`config.mk`:
```
export PLATFORM = sky130hd
export DESIGN_NAME = flag_unit_nzcv
export DESIGN_NICKNAME = d
export VERILOG_FILES = /design/src/rtl/flag_unit_nzcv.sv
export SDC_FILE = /design/constraint.sdc
export NUM_CORES = 1
export LEC_CHECK = 0
export BUFFER_PORTS_ARGS = -buffer_cell sky130_fd_sc_hd__buf_2
export CAP_MARGIN = 20
export CORE_UTILIZATION = 40
export CTS_BUF_LIST = sky130_fd_sc_hd__clkbuf_8
export CTS_CLUSTER_DIAMETER = 100
export DETAILED_ROUTE_END_ITERATION = 7
export HOLD_SLACK_MARGIN = 0.15
export PLACE_DENSITY = 0.83
export SLEW_MARGIN = 20
export SYNTH_ARGS = -nofsm -noshare
export SYNTH_HDL_FRONTEND = slang
export SYNTH_SLANG_ARGS = --single-unit
export TNS_END_PERCENT = 10
```
`constraint.sdc`:
```
create_clock -name clk -period 2.1 [get_ports clk]
set_clock_uncertainty 0.1 [all_clocks]
set_input_delay 0.105 -clock clk [delete_from_list [all_inputs] [get_ports clk]]
set_output_delay 0.105 -clock clk [all_outputs]
set_load 0.005 [all_outputs]
```
`src/rtl/flag_unit_nzcv.sv`:
```
// NZCV status-flag unit for the ARMv4 datapath.
// Derives N/Z/C/V from the ALU operands, result and carries. The flags pass
// through a pending stage and then an architectural stage. The unit also
// evaluates the ARM condition field against the effective flags and counts
// committed overflow events in a saturating counter.
module flag_unit_nzcv #(
    parameter int WIDTH = 32,
    parameter int CNT_W = 16,
    parameter int FWD   = 1
) (
    input  logic             clk,
    input  logic             rst_n,
    input  logic [WIDTH-1:0] a,
    input  logic [WIDTH-1:0] b,
    input  logic [WIDTH-1:0] result,
    input  logic             alu_cout,
    input  logic             shift_cout,
    input  logic [1:0]       alu_op,
    input  logic             flag_we,
    input  logic             stall,
    input  logic             flush,
    input  logic             msr_we,
    input  logic [3:0]       msr_flags,
    input  logic [3:0]       cond,
    input  logic             cnt_clr,
    output logic             cond_pass,
    output logic [3:0]       flags,
    output logic [3:0]       next_flags,
    output logic [CNT_W-1:0] ovf_count
);

    localparam logic [1:0] OP_ADD   = 2'b00;
    localparam logic [1:0] OP_SUB   = 2'b01;
    localparam logic [1:0] OP_LOGIC = 2'b10;
    localparam logic [1:0] OP_RSB   = 2'b11;

    // Flag vector bit positions: {N,Z,C,V}
    localparam int F_N = 3;
    localparam int F_Z = 2;
    localparam int F_C = 1;
    localparam int F_V = 0;

    // Signed overflow from the operand and result sign bits. Logical ops
    // leave V untouched, so they return the caller's current V.
    function automatic logic calc_ovf(
        input logic [1:0] op,
        input logic       sa,
        input logic       sb,
        input logic       sr,
        input logic       v_keep
    );
        logic v;
        case (op)
            OP_ADD:   v = (sa == sb) & (sr != sa);
            OP_SUB:   v = (sa != sb) & (sr != sa);
            OP_RSB:   v = (sa != sb) & (sr != sb);
            OP_LOGIC: v = v_keep;
            default:  v = v_keep;
        endcase
        return v;
    endfunction

    // ARM condition-code decode against an {N,Z,C,V} vector.
    function automatic logic cond_eval(
        input logic [3:0] c,
        input logic [3:0] f
    );
        logic n, z, cy, v, p;
        n  = f[F_N];
        z  = f[F_Z];
        cy = f[F_C];
        v  = f[F_V];
        case (c)
            4'b0000: p = z;                  // EQ
            4'b0001: p = ~z;                 // NE
            4'b0010: p = cy;                 // CS
            4'b0011: p = ~cy;                // CC
            4'b0100: p = n;                  // MI
            4'b0101: p = ~n;                 // PL
            4'b0110: p = v;                  // VS
            4'b0111: p = ~v;                 // VC
            4'b1000: p = cy & ~z;            // HI
            4'b1001: p = ~cy | z;            // LS
            4'b1010: p = (n == v);           // GE
            4'b1011: p = (n != v);           // LT
            4'b1100: p = ~z & (n == v);      // GT
            4'b1101: p = z | (n != v);       // LE
            4'b1110: p = 1'b1;               // AL
            4'b1111: p = 1'b0;               // NV
            default: p = 1'b0;
        endcase
        return p;
    endfunction

    logic             pend_valid_q, pend_valid_d;
    logic [3:0]       pend_flags_q, pend_flags_d;
    logic [3:0]       flags_q,      flags_d;
    logic [CNT_W-1:0] cnt_q,        cnt_d;

    logic [3:0]       eff_flags_s;
    logic [3:0]       next_flags_s;
    logic             commit_s;
    logic             cnt_sat_s;

    // Effective flags seen by condition evaluation and by logical-op V.
    always_comb begin
        eff_flags_s = flags_q;
        if ((FWD != 0) && pend_valid_q) begin
            eff_flags_s = pend_flags_q;
        end else begin
            eff_flags_s = flags_q;
        end
    end

    // Flags this instruction would produce if its S-bit is set.
    always_comb begin
        next_flags_s      = 4'b0000;
        next_flags_s[F_N] = result[WIDTH-1];
        next_flags_s[F_Z] = (result == {WIDTH{1'b0}});
        if (alu_op == OP_LOGIC) begin
            next_flags_s[F_C] = shift_cout;
        end else begin
            next_flags_s[F_C] = alu_cout;
        end
        next_flags_s[F_V] = calc_ovf(alu_op, a[WIDTH-1], b[WIDTH-1],
                                     result[WIDTH-1], eff_flags_s[F_V]);
    end

    // A commit happens only when the pipe advances and MSR is not overriding it.
    always_comb begin
        commit_s  = 1'b0;
        cnt_sat_s = &cnt_q;
        if (!msr_we && !stall && pend_valid_q) begin
            commit_s = 1'b1;
        end else begin
            commit_s = 1'b0;
        end
    end

    // Pending stage next state: MSR discards it, stall holds it, flush kills it.
    always_comb begin
        pend_valid_d = pend_valid_q;
        pend_flags_d = pend_flags_q;
        if (msr_we) begin
            pend_valid_d = 1'b0;
        end else if (stall) begin
            pend_valid_d = pend_valid_q;
        end else begin
            pend_valid_d = flag_we & ~flush;
            if (flag_we) begin
                pend_flags_d = next_flags_s;
            end else begin
                pend_flags_d = pend_flags_q;
            end
        end
    end

    // Architectural flags next state: MSR write wins over a commit.
    always_comb begin
        flags_d = flags_q;
        if (msr_we) begin
            flags_d = msr_flags;
        end else if (commit_s) begin
            flags_d = pend_flags_q;
        end else begin
            flags_d = flags_q;
        end
    end

    // Overflow-event counter: clear beats increment, increment saturates.
    always_comb begin
        cnt_d = cnt_q;
        if (cnt_clr) begin
            cnt_d = {CNT_W{1'b0}};
        end else if (commit_s && pend_flags_q[F_V] && !cnt_sat_s) begin
            cnt_d = cnt_q + {{(CNT_W-1){1'b0}}, 1'b1};
        end else begin
            cnt_d = cnt_q;
        end
    end

    // Pending stage registers.
    always_ff @(posedge clk or negedge rst_n) begin
        if (!rst_n) begin
            pend_valid_q <= 1'b0;
            pend_flags_q <= 4'b0000;
        end else begin
            pend_valid_q <= pend_valid_d;
            pend_flags_q <= pend_flags_d;
        end
    end

    // Architectural flag register.
    always_ff @(posedge clk or negedge rst_n) begin
        if (!rst_n) begin
            flags_q <= 4'b0000;
        end else begin
            flags_q <= flags_d;
        end
    end

    // Overflow-event counter register.
    always_ff @(posedge clk or negedge rst_n) begin
        if (!rst_n) begin
            cnt_q <= {CNT_W{1'b0}};
        end else begin
            cnt_q <= cnt_d;
        end
    end

    assign next_flags = next_flags_s;
    assign flags      = flags_q;
    assign ovf_count  = cnt_q;
    assign cond_pass  = cond_eval(cond, eff_flags_s);

endmodule

```
==> impl_metrics.prom, run 1 <==
# TYPE chip_impl_metric gauge
chip_impl_info{name="r2r_end",value="flags[1]"} 1
chip_impl_metric{name="floorplan.rows",unit=""} 23
chip_impl_info{name="worstSetupEndpoint",value="cond_pass"} 1
chip_impl_info{name="synth_flop_cell",value="dfrtp_1"} 1
chip_impl_metric{name="detailedRoute.firstPassIterationCount",unit=""} 4
chip_impl_info{name="hp-class",value="in2reg"} 1
chip_impl_metric{name="floorplan.die_area",unit="µm²"} 4420
chip_impl_metric{name="mappedNetlistNets",unit=""} 291
chip_impl_metric{name="drtIter0Drc",unit=""} 48
chip_impl_metric{name="achievable-frequency",unit="MHz"} 474
chip_impl_metric{name="core",unit="µm²"} 4000
chip_impl_metric{name="buffer_ports.inserted",unit=""} 77
chip_impl_info{name="setup_repair_after_global_routing_missed_its_margin",value="yes"} 1
chip_impl_metric{name="clk-insertion-delay-late",unit="ns"} 0.27
chip_impl_info{name="criticalPathCategory",value="reg2out"} 1
chip_impl_metric{name="initial_utilization",unit="%"} 41.6
chip_impl_metric{name="setup_viol",unit=""} 1
chip_impl_metric{name="htreeDepth",unit=""} 1
chip_impl_metric{name="layout_worst_path_cycle_share",unit="%"} 101
chip_impl_metric{name="final_critical_path_setup_slack",unit="ns"} -0.0106
chip_impl_metric{name="global_route_wire_length_before_repair",unit="mm"} 7.33
chip_impl_metric{name="met2RoutedLength",unit="mm"} 2.35
chip_impl_info{name="mostFrequentLayoutCells",value="buf_2 (76), dfrtp_1 (24), dlygate4sd3_1 (18)"} 1
chip_impl_metric{name="routedWlPerCell",unit="µm"} 14.6
chip_impl_metric{name="syn_inst",unit=""} 175
chip_impl_metric{name="ys_warn_count",unit=""} 0
chip_impl_metric{name="timing.final.max_slew_violations",unit=""} 0
chip_impl_metric{name="detailroute.wirelength.met3",unit="µm"} 321
chip_impl_metric{name="routed_wl",unit="mm"} 4.69
chip_impl_metric{name="post_synth.cell_area_avg",unit="µm²"} 9.51
chip_impl_metric{name="diodes",unit=""} 0
chip_impl_metric{name="fp.dieH",unit="µm"} 66.5
chip_impl_info{name="outcome",value="finished, violations left"} 1
chip_impl_metric{name="tritoncts_num_sinks",unit=""} 25
chip_impl_metric{name="worst_slew_margin_rel",unit="%"} 61.2
chip_impl_metric{name="routed_via_density",unit=""} 5.33
chip_impl_metric{name="final_std_cells_w_o_fill",unit=""} 321
chip_impl_metric{name="ys_seq_elements",unit=""} 25
chip_impl_metric{name="die_width",unit="µm"} 66.5
chip_impl_metric{name="ir_worst_vdd",unit="µV"} 381
chip_impl_metric{name="global_placer_s_final_weighted_congestion",unit=""} 0.845
chip_impl_metric{name="worst_pin_slew",unit="ns"} 0.581
chip_impl_metric{name="cts_buffer_depth",unit=""} 2
chip_impl_info{name="startpoint",value="pend_valid_q"} 1
chip_impl_metric{name="final_net_count",unit=""} 388
chip_impl_metric{name="netlist_area",unit="µm²"} 1660
chip_impl_metric{name="total_power",unit="mW"} 1.05
chip_impl_info{name="min-delay-start",value="shift_cout"} 1
chip_impl_metric{name="powerDensity",unit="nW/µm²"} 448
chip_impl_metric{name="route.detailed.drc",unit=""} 0
chip_impl_metric{name="maxCapViolCount",unit=""} 0
chip_impl_info{name="nature_of_the_critical_path_endpoint",value="output pin"} 1
chip_impl_metric{name="tritoncts.num_buffers",unit=""} 3
chip_impl_metric{name="first_global_vias",unit=""} 1652
chip_impl_metric{name="rrSetupSlack",unit="ns"} 0.11
chip_impl_metric{name="drive_above_1_share",unit="%"} 38.4
chip_impl_metric{name="number_of_enable_type_register_cells_in_the_synthesized_netlist",unit=""} 0
chip_impl_info{name="startpoint_type",value="register"} 1
chip_impl_metric{name="ys_types",unit=""} 47
chip_impl_info{name="failed_checks",value="negative setup slack"} 1
chip_impl_metric{name="seq_area_frac_synth",unit="%"} 37.6
chip_impl_metric{name="worstPathRequired",unit="ns"} 1.89
chip_impl_metric{name="antenna_violating_nets_post_route",unit=""} 0
chip_impl_metric{name="nFillCells",unit=""} 343
chip_impl_metric{name="final-hold-violation-count",unit=""} 0
chip_impl_metric{name="synthArstFlopShare",unit="%"} 100
chip_impl_info{name="tritoncts",value="yes"} 1
chip_impl_metric{name="worst-r2r-cell-count",unit=""} 6
chip_impl_metric{name="vias",unit=""} 1711
chip_impl_info{name="layout.cells.most_common",value="buf_2"} 1
chip_impl_info{name="routed.top_layer",value="met5"} 1
chip_impl_metric{name="worst_ep_arrival_time",unit="ns"} 1.91
chip_impl_metric{name="timing.final.crit_period",unit="ns"} 2.11
chip_impl_info{name="crit-reg2reg-launch",value="pend_valid_q"} 1
chip_impl_metric{name="routedLengthMet1",unit="mm"} 1.99
chip_impl_metric{name="critical_path.max_fanout",unit=""} 7
chip_impl_metric{name="cts.reportedPaths.clkPinSlew",unit="ns"} 0.09
chip_impl_metric{name="dp_hpwl",unit="mm"} 3.41
chip_impl_metric{name="ios",unit=""} 140
chip_impl_metric{name="antenna_found_initial",unit=""} 1
chip_impl_metric{name="maximum_number_of_pins_on_one_net_before_global_route_repair",unit=""} 26
chip_impl_info{name="cts.root.buffer_cell",value="clkbuf_8"} 1
chip_impl_metric{name="grt_overflow",unit=""} 0
chip_impl_metric{name="area.growth.synth_to_final",unit="%"} 41.3
chip_impl_metric{name="leakage_power",unit="nW"} 1.12
chip_impl_metric{name="cells_after_dpl",unit=""} 296
chip_impl_metric{name="grt_util_all_layers",unit="%"} 21.9
-- how the worst min path moves through the flow --
stage	slack, ns	cells after the start	end
floorplan	-0.29	0	flags[0]
global placement	0.02	1	ovf_count[9]
detailed placement	0.03	1	ovf_count[9]
CTS	0.16	3	pend_flags_q[1]
global route	0.17	3	pend_flags_q[1]
finish	0.16	3	pend_flags_q[1]
-- critical path: stages (launching register included) --
cell      delay [ns]
dfrtp_2         0.49
mux2i_2         0.19
or3_1           0.31
a311o_1         0.29
o311ai_2        0.07
a221o_1         0.17
buf_2           0.10
-- registers in the layout (all words and copies together), names as in the netlist --
| register | flops |
|---|---|
| pend_valid_q | 1 |
| pend_flags_q | 4 |
| flags | 4 |
| ovf_count | 16 |
-- cell type report --
type	instances	area [µm²]	share of cell area, %
clock inverter	1	3.75	0.160
multi-input combinational	140	1010	42.8
clock buffer	3	41.3	1.76
sequential	25	627	26.7
tap	50	62.6	2.66
inverter	3	11.3	0.479
timing repair buffer	99	598	25.4
-- synthesized netlist by cell type, drive strengths merged, types with 4 or more instances --
| master | number | area share (%) |
|---|---|---|
| a21oi | 5 | 1.5 |
| or3 | 6 | 2.3 |
| o211ai | 4 | 1.8 |
| and3 | 6 | 2.3 |
| o21ai | 12 | 3.8 |
| nand3 | 7 | 2.9 |
| nor2 | 15 | 3.4 |
| dfrtp | 25 | 38 |
| nor2b | 4 | 1.5 |
| xor2 | 13 | 6.8 |
| nor4 | 8 | 3.0 |
| nand2 | 9 | 2.0 |
| buf | 4 | 2.0 |
| nand4 | 6 | 2.3 |
| mux2 | 6 | 4.3 |
| mux2i | 9 | 5.4 |
-- where the power goes --
part / switching, mW / leakage (nW) / internal, mW
logic: 0.107 / 0.759 / 0.137
clock network: 0.150 / 0.0269 / 0.131
registers: 0.0262 / 0.335 / 0.501
-- layer usage --
| metal | vias to the layer above | GRT usage (%) |
|---|---|---|
| met2 | 74 | 41.2 |
| met1 | 791 | 25.9 |
| met3 | 4 | 3.60 |
| met4 | 2 | 3.99 |
| li1 | 840 | - |
| met5 | - | 0 |
-- per-stage QoR --
stage	utilization, %	TNS [ns]	setup slack [ns]	cell area, µm²	hold slack (ns)
after global routing	58.8	-0.0942	-0.0942	2350	0.167
after detailed placement	51.8	0	0.182	2070	0.0255
after global placement	51.8	0	0.183	2070	0.0224
after CTS	57.8	0	0.00279	2310	0.164
after floorplan	-	0	0.393	1660	-0.291
final	58.8	-0.0106	-0.0106	2350	0.161
-- repair_timing --
item,4_1_cts,5_1_grt
hold endpoints to repair,48,0
pin swaps,0,1
setup endpoints to repair,1,3
hold buffers,18,0
buffers inserted,1,2
resized for setup,2,8
-- cells by family after synthesis --
family	Yosys count	synth area share, %
AOI/OAI and AO/OA	32	13.5
xor gates and xnor gates	16	8.42
adders and majority gates	1	0.752
buffers and inverters	10	3.46
DFF	25	37.6
muxes	15	9.70
and+or+nand+nor	76	26.6
No activity file was read; power rests on OpenSTA's default activity.
==> run 2, diff against run 1 <==
ABC_AREA = 1   (was not set)
CORE_UTILIZATION = 42   (was 40)
CTS_CLUSTER_SIZE = 8   (was not set)
PLACE_DENSITY = 0.84   (was 0.83)
==> run 2 against run 1 <==
The run now ends clean. Final area grew 16%. First-iteration DRC count grew to 3.2 times the previous value. Sequential cell count is the same. Cell count grew 36%. Synthesized cell count grew 54%. Power grew 4.9%. Clock power grew 4%. Largest cell class unchanged.
==> impl_metrics.prom, run 2 <==
# TYPE chip_impl_metric gauge
chip_impl_info{name="nature_of_the_critical_path_endpoint",value="output pin"} 1
chip_impl_metric{name="seq_area_frac_synth",unit="%"} 33.7
chip_impl_metric{name="routed_via_density",unit=""} 5.22
chip_impl_metric{name="worst_ep_arrival_time",unit="ns"} 1.85
chip_impl_info{name="outcome",value="finished clean"} 1
chip_impl_metric{name="maximum_number_of_pins_on_one_net_before_global_route_repair",unit=""} 26
chip_impl_metric{name="route.detailed.drc",unit=""} 0
chip_impl_metric{name="grt_util_all_layers",unit="%"} 25.5
chip_impl_metric{name="total_power",unit="mW"} 1.10
chip_impl_metric{name="initial_utilization",unit="%"} 45.1
chip_impl_metric{name="ff_latch_area",unit="µm²"} 627
chip_impl_metric{name="final-hold-violation-count",unit=""} 0
chip_impl_info{name="layout.cells.most_common",value="nand2_1"} 1
chip_impl_metric{name="powerDensity",unit="nW/µm²"} 406
chip_impl_metric{name="floorplan.rows",unit=""} 23
chip_impl_metric{name="setup_viol",unit=""} 0
chip_impl_metric{name="number_of_enable_type_register_cells_in_the_synthesized_netlist",unit=""} 0
chip_impl_metric{name="post_route_cell_area",unit="µm²"} 2720
chip_impl_metric{name="worst_slew_margin_rel",unit="%"} 61.4
chip_impl_info{name="worstPathCellList",value="dlygate4sd3_1 > buf_2 > nor4_2 > dlygate4sd3_1 > nand4_1 > nor2_2 > buf_2"} 1
chip_impl_metric{name="core",unit="µm²"} 4120
chip_impl_metric{name="detailedRoute.firstPassIterationCount",unit=""} 5
chip_impl_metric{name="placed_cell_area",unit="µm²"} 2270
chip_impl_metric{name="cts.reportedPaths.clkPinSlew",unit="ns"} 0.09
chip_impl_metric{name="worstPathRequired",unit="ns"} 1.89
chip_impl_metric{name="largest_register_ffs",unit=""} 16
chip_impl_metric{name="synth_top_area_share",unit="%"} 33.7
chip_impl_metric{name="post_synth.cell_area_avg",unit="µm²"} 6.89
chip_impl_info{name="criticalPathCategory",value="in2out"} 1
chip_impl_metric{name="final_std_cells_w_o_fill",unit=""} 435
chip_impl_info{name="setup_repair_after_global_routing_missed_its_margin",value="yes"} 1
chip_impl_metric{name="antenna_violating_nets_post_route",unit=""} 0
chip_impl_metric{name="final_critical_path_setup_slack",unit="ns"} 0.0463
chip_impl_info{name="synth_flop_cell",value="dfrtp_1"} 1
chip_impl_metric{name="netlist_area",unit="µm²"} 1850
chip_impl_metric{name="global_route_wire_length_before_repair",unit="mm"} 8.81
chip_impl_metric{name="ir_worst_vdd",unit="µV"} 267
chip_impl_info{name="tritoncts",value="yes"} 1
chip_impl_metric{name="clk-insertion-delay-late",unit="ns"} 0.28
chip_impl_metric{name="routed_wl",unit="mm"} 5.94
chip_impl_metric{name="htreeDepth",unit=""} 1
chip_impl_info{name="synth_largest_area_cell",value="dfrtp_1"} 1
chip_impl_metric{name="die_width",unit="µm"} 68.4
chip_impl_metric{name="first_global_vias",unit=""} 1993
chip_impl_metric{name="dp_slack",unit="ns"} 0.332
chip_impl_metric{name="worst_pin_slew",unit="ns"} 0.579
chip_impl_info{name="cts.root.buffer_cell",value="clkbuf_8"} 1
chip_impl_metric{name="tritoncts.num_buffers",unit=""} 3
chip_impl_metric{name="multi_input_comb_area",unit="µm²"} 1070
chip_impl_metric{name="layout_worst_path_cycle_share",unit="%"} 97.8
chip_impl_metric{name="timing.final.max_slew_violations",unit=""} 0
chip_impl_metric{name="vias",unit=""} 2269
chip_impl_metric{name="drive_above_1_share",unit="%"} 27.3
chip_impl_metric{name="timing.final.crit_period",unit="ns"} 2.05
chip_impl_metric{name="utilization",unit="%"} 66.0
chip_impl_metric{name="mappedNetlistNets",unit=""} 385
chip_impl_metric{name="global_placer_s_final_weighted_congestion",unit=""} 0.815
chip_impl_metric{name="antenna_found_initial",unit=""} 0
chip_impl_metric{name="worstHoldPathCells",unit=""} 8
chip_impl_info{name="startpoint_type",value="primary input"} 1
chip_impl_metric{name="ios",unit=""} 140
chip_impl_metric{name="area.growth.synth_to_final",unit="%"} 46.6
chip_impl_metric{name="worst-r2r-cell-count",unit=""} 9
chip_impl_metric{name="routedWlPerCell",unit="µm"} 13.7
chip_impl_metric{name="ys_types",unit=""} 32
chip_impl_metric{name="final_net_count",unit=""} 502
chip_impl_metric{name="nFillCells",unit=""} 352
chip_impl_metric{name="ys_warn_count",unit=""} 0
chip_impl_metric{name="ys_seq_elements",unit=""} 25
chip_impl_metric{name="diodes",unit=""} 0
chip_impl_metric{name="maxCapViolCount",unit=""} 0
chip_impl_info{name="slowest_stage",value="dlygate4sd3_1"} 1
chip_impl_metric{name="cts_buffer_depth",unit=""} 2
chip_impl_metric{name="tritoncts_num_sinks",unit=""} 25
chip_impl_metric{name="floorplan.die_area",unit="µm²"} 4680
chip_impl_metric{name="buffer_ports.inserted",unit=""} 77
chip_impl_metric{name="grt_overflow",unit=""} 0
chip_impl_metric{name="critical-path-max-stage-delay",unit="ns"} 0.58
chip_impl_metric{name="synthArstFlopShare",unit="%"} 100
chip_impl_metric{name="drtIter0Drc",unit=""} 152
chip_impl_metric{name="fp.dieH",unit="µm"} 68.4
chip_impl_info{name="yosys.cell_count.top_type",value="nand2_1"} 1
chip_impl_info{name="synthTopCellsByArea",value="dfrtp_1 (34%), nand2_1 (16%), inv_1 (6.7%)"} 1
chip_impl_info{name="post_synth_most_frequent_cells",value="nand2_1 (81), inv_1 (33), nor2_1 (31)"} 1
chip_impl_metric{name="cells_after_dpl",unit=""} 392
chip_impl_metric{name="achievable-frequency",unit="MHz"} 487
chip_impl_info{name="mostFrequentLayoutCells",value="nand2_1 (80), buf_2 (77), dlygate4sd3_1 (38)"} 1
chip_impl_info{name="hp-class",value="in2reg"} 1
chip_impl_metric{name="critical_path.max_fanout",unit=""} 2
chip_impl_metric{name="hold_ws",unit="ns"} 0.173
chip_impl_metric{name="setup-tns-final",unit="ns"} 0
chip_impl_metric{name="leakage_power",unit="nW"} 1.39
chip_impl_metric{name="syn_inst",unit=""} 269
chip_impl_metric{name="dp_hpwl",unit="mm"} 3.83
run 2: cell count changes after synthesis, moves of 7 or more:
| cell | before | now |
|---|---|---|
| nor2_1 | 15 | 31 |
| nand3_1 | 6 | 18 |
| nand2_1 | 9 | 81 |
| mux2i_1 | 9 | 0 |
| inv_1 | 3 | 33 |
| xor2_1 | 13 | 6 |
| nor3_1 | 3 | 10 |
run 2: cell type report:
class	instances	share of cell area, %
clock buffers	3	1.52
clock inverters	1	0.184
multi-input cells	204	39.3
inverters	36	5.16
flip-flops and latches	25	23.1
well taps	50	2.30
repair buffers	116	28.5
run 2: what timing repair did:
action,CTS,global route
hold buffers,36,3
setup buffers,0,1
hold endpoints to repair,38,1
gates resized for setup,0,4
setup endpoints to repair,0,2
run 2: path summary, 6_finish.rpt:
path	startpoint	end	slack, ns
max	result[20]	next_flags[2]	0.05
min	result[8]	pend_flags_q[2]	0.17
max reg2reg	ovf_count[0]	ovf_count[11]	0.30
min in group asynchronous	rst_n	ovf_count[10]	0.25
max in group asynchronous	rst_n	pend_valid_q	1.23
min reg2reg	pend_flags_q[2]	pend_flags_q[2]	0.46
run 2: metal layers:
metal  GRT usage [%]  part of all wire (%)  vias to the layer above  wire length, µm
li1                -                     -                     1111                -
met1            31.1                    40                     1043             2390
met2            42.5                    51                       93             3010
met3            4.00                   5.6                       22              334
met4            14.3                   3.6                        0              212
met5               0                     0                        -                0
run 2: critical path, delay by kind of cell:
kind	cells	cell delay [ns]
buffers and inverters	4	1.38
and+or+nand+nor	3	0.36
run 2: cells by family after synthesis:
logic type,share of synthesized area [%]
AND/OR/NAND/NOR,41.8
flip-flops,33.7
buffers and inverters,9.24
multiplexers,0.607
AO/OA/AOI/OAI,9.65
adder cells (fa/ha/maj),0.675
XOR/XNOR,4.25
run 2: power breakdown:
group	internal, mW	switching (mW)
Combinational	0.143	0.149
Clock	0.133	0.160
Sequential	0.501	0.0178
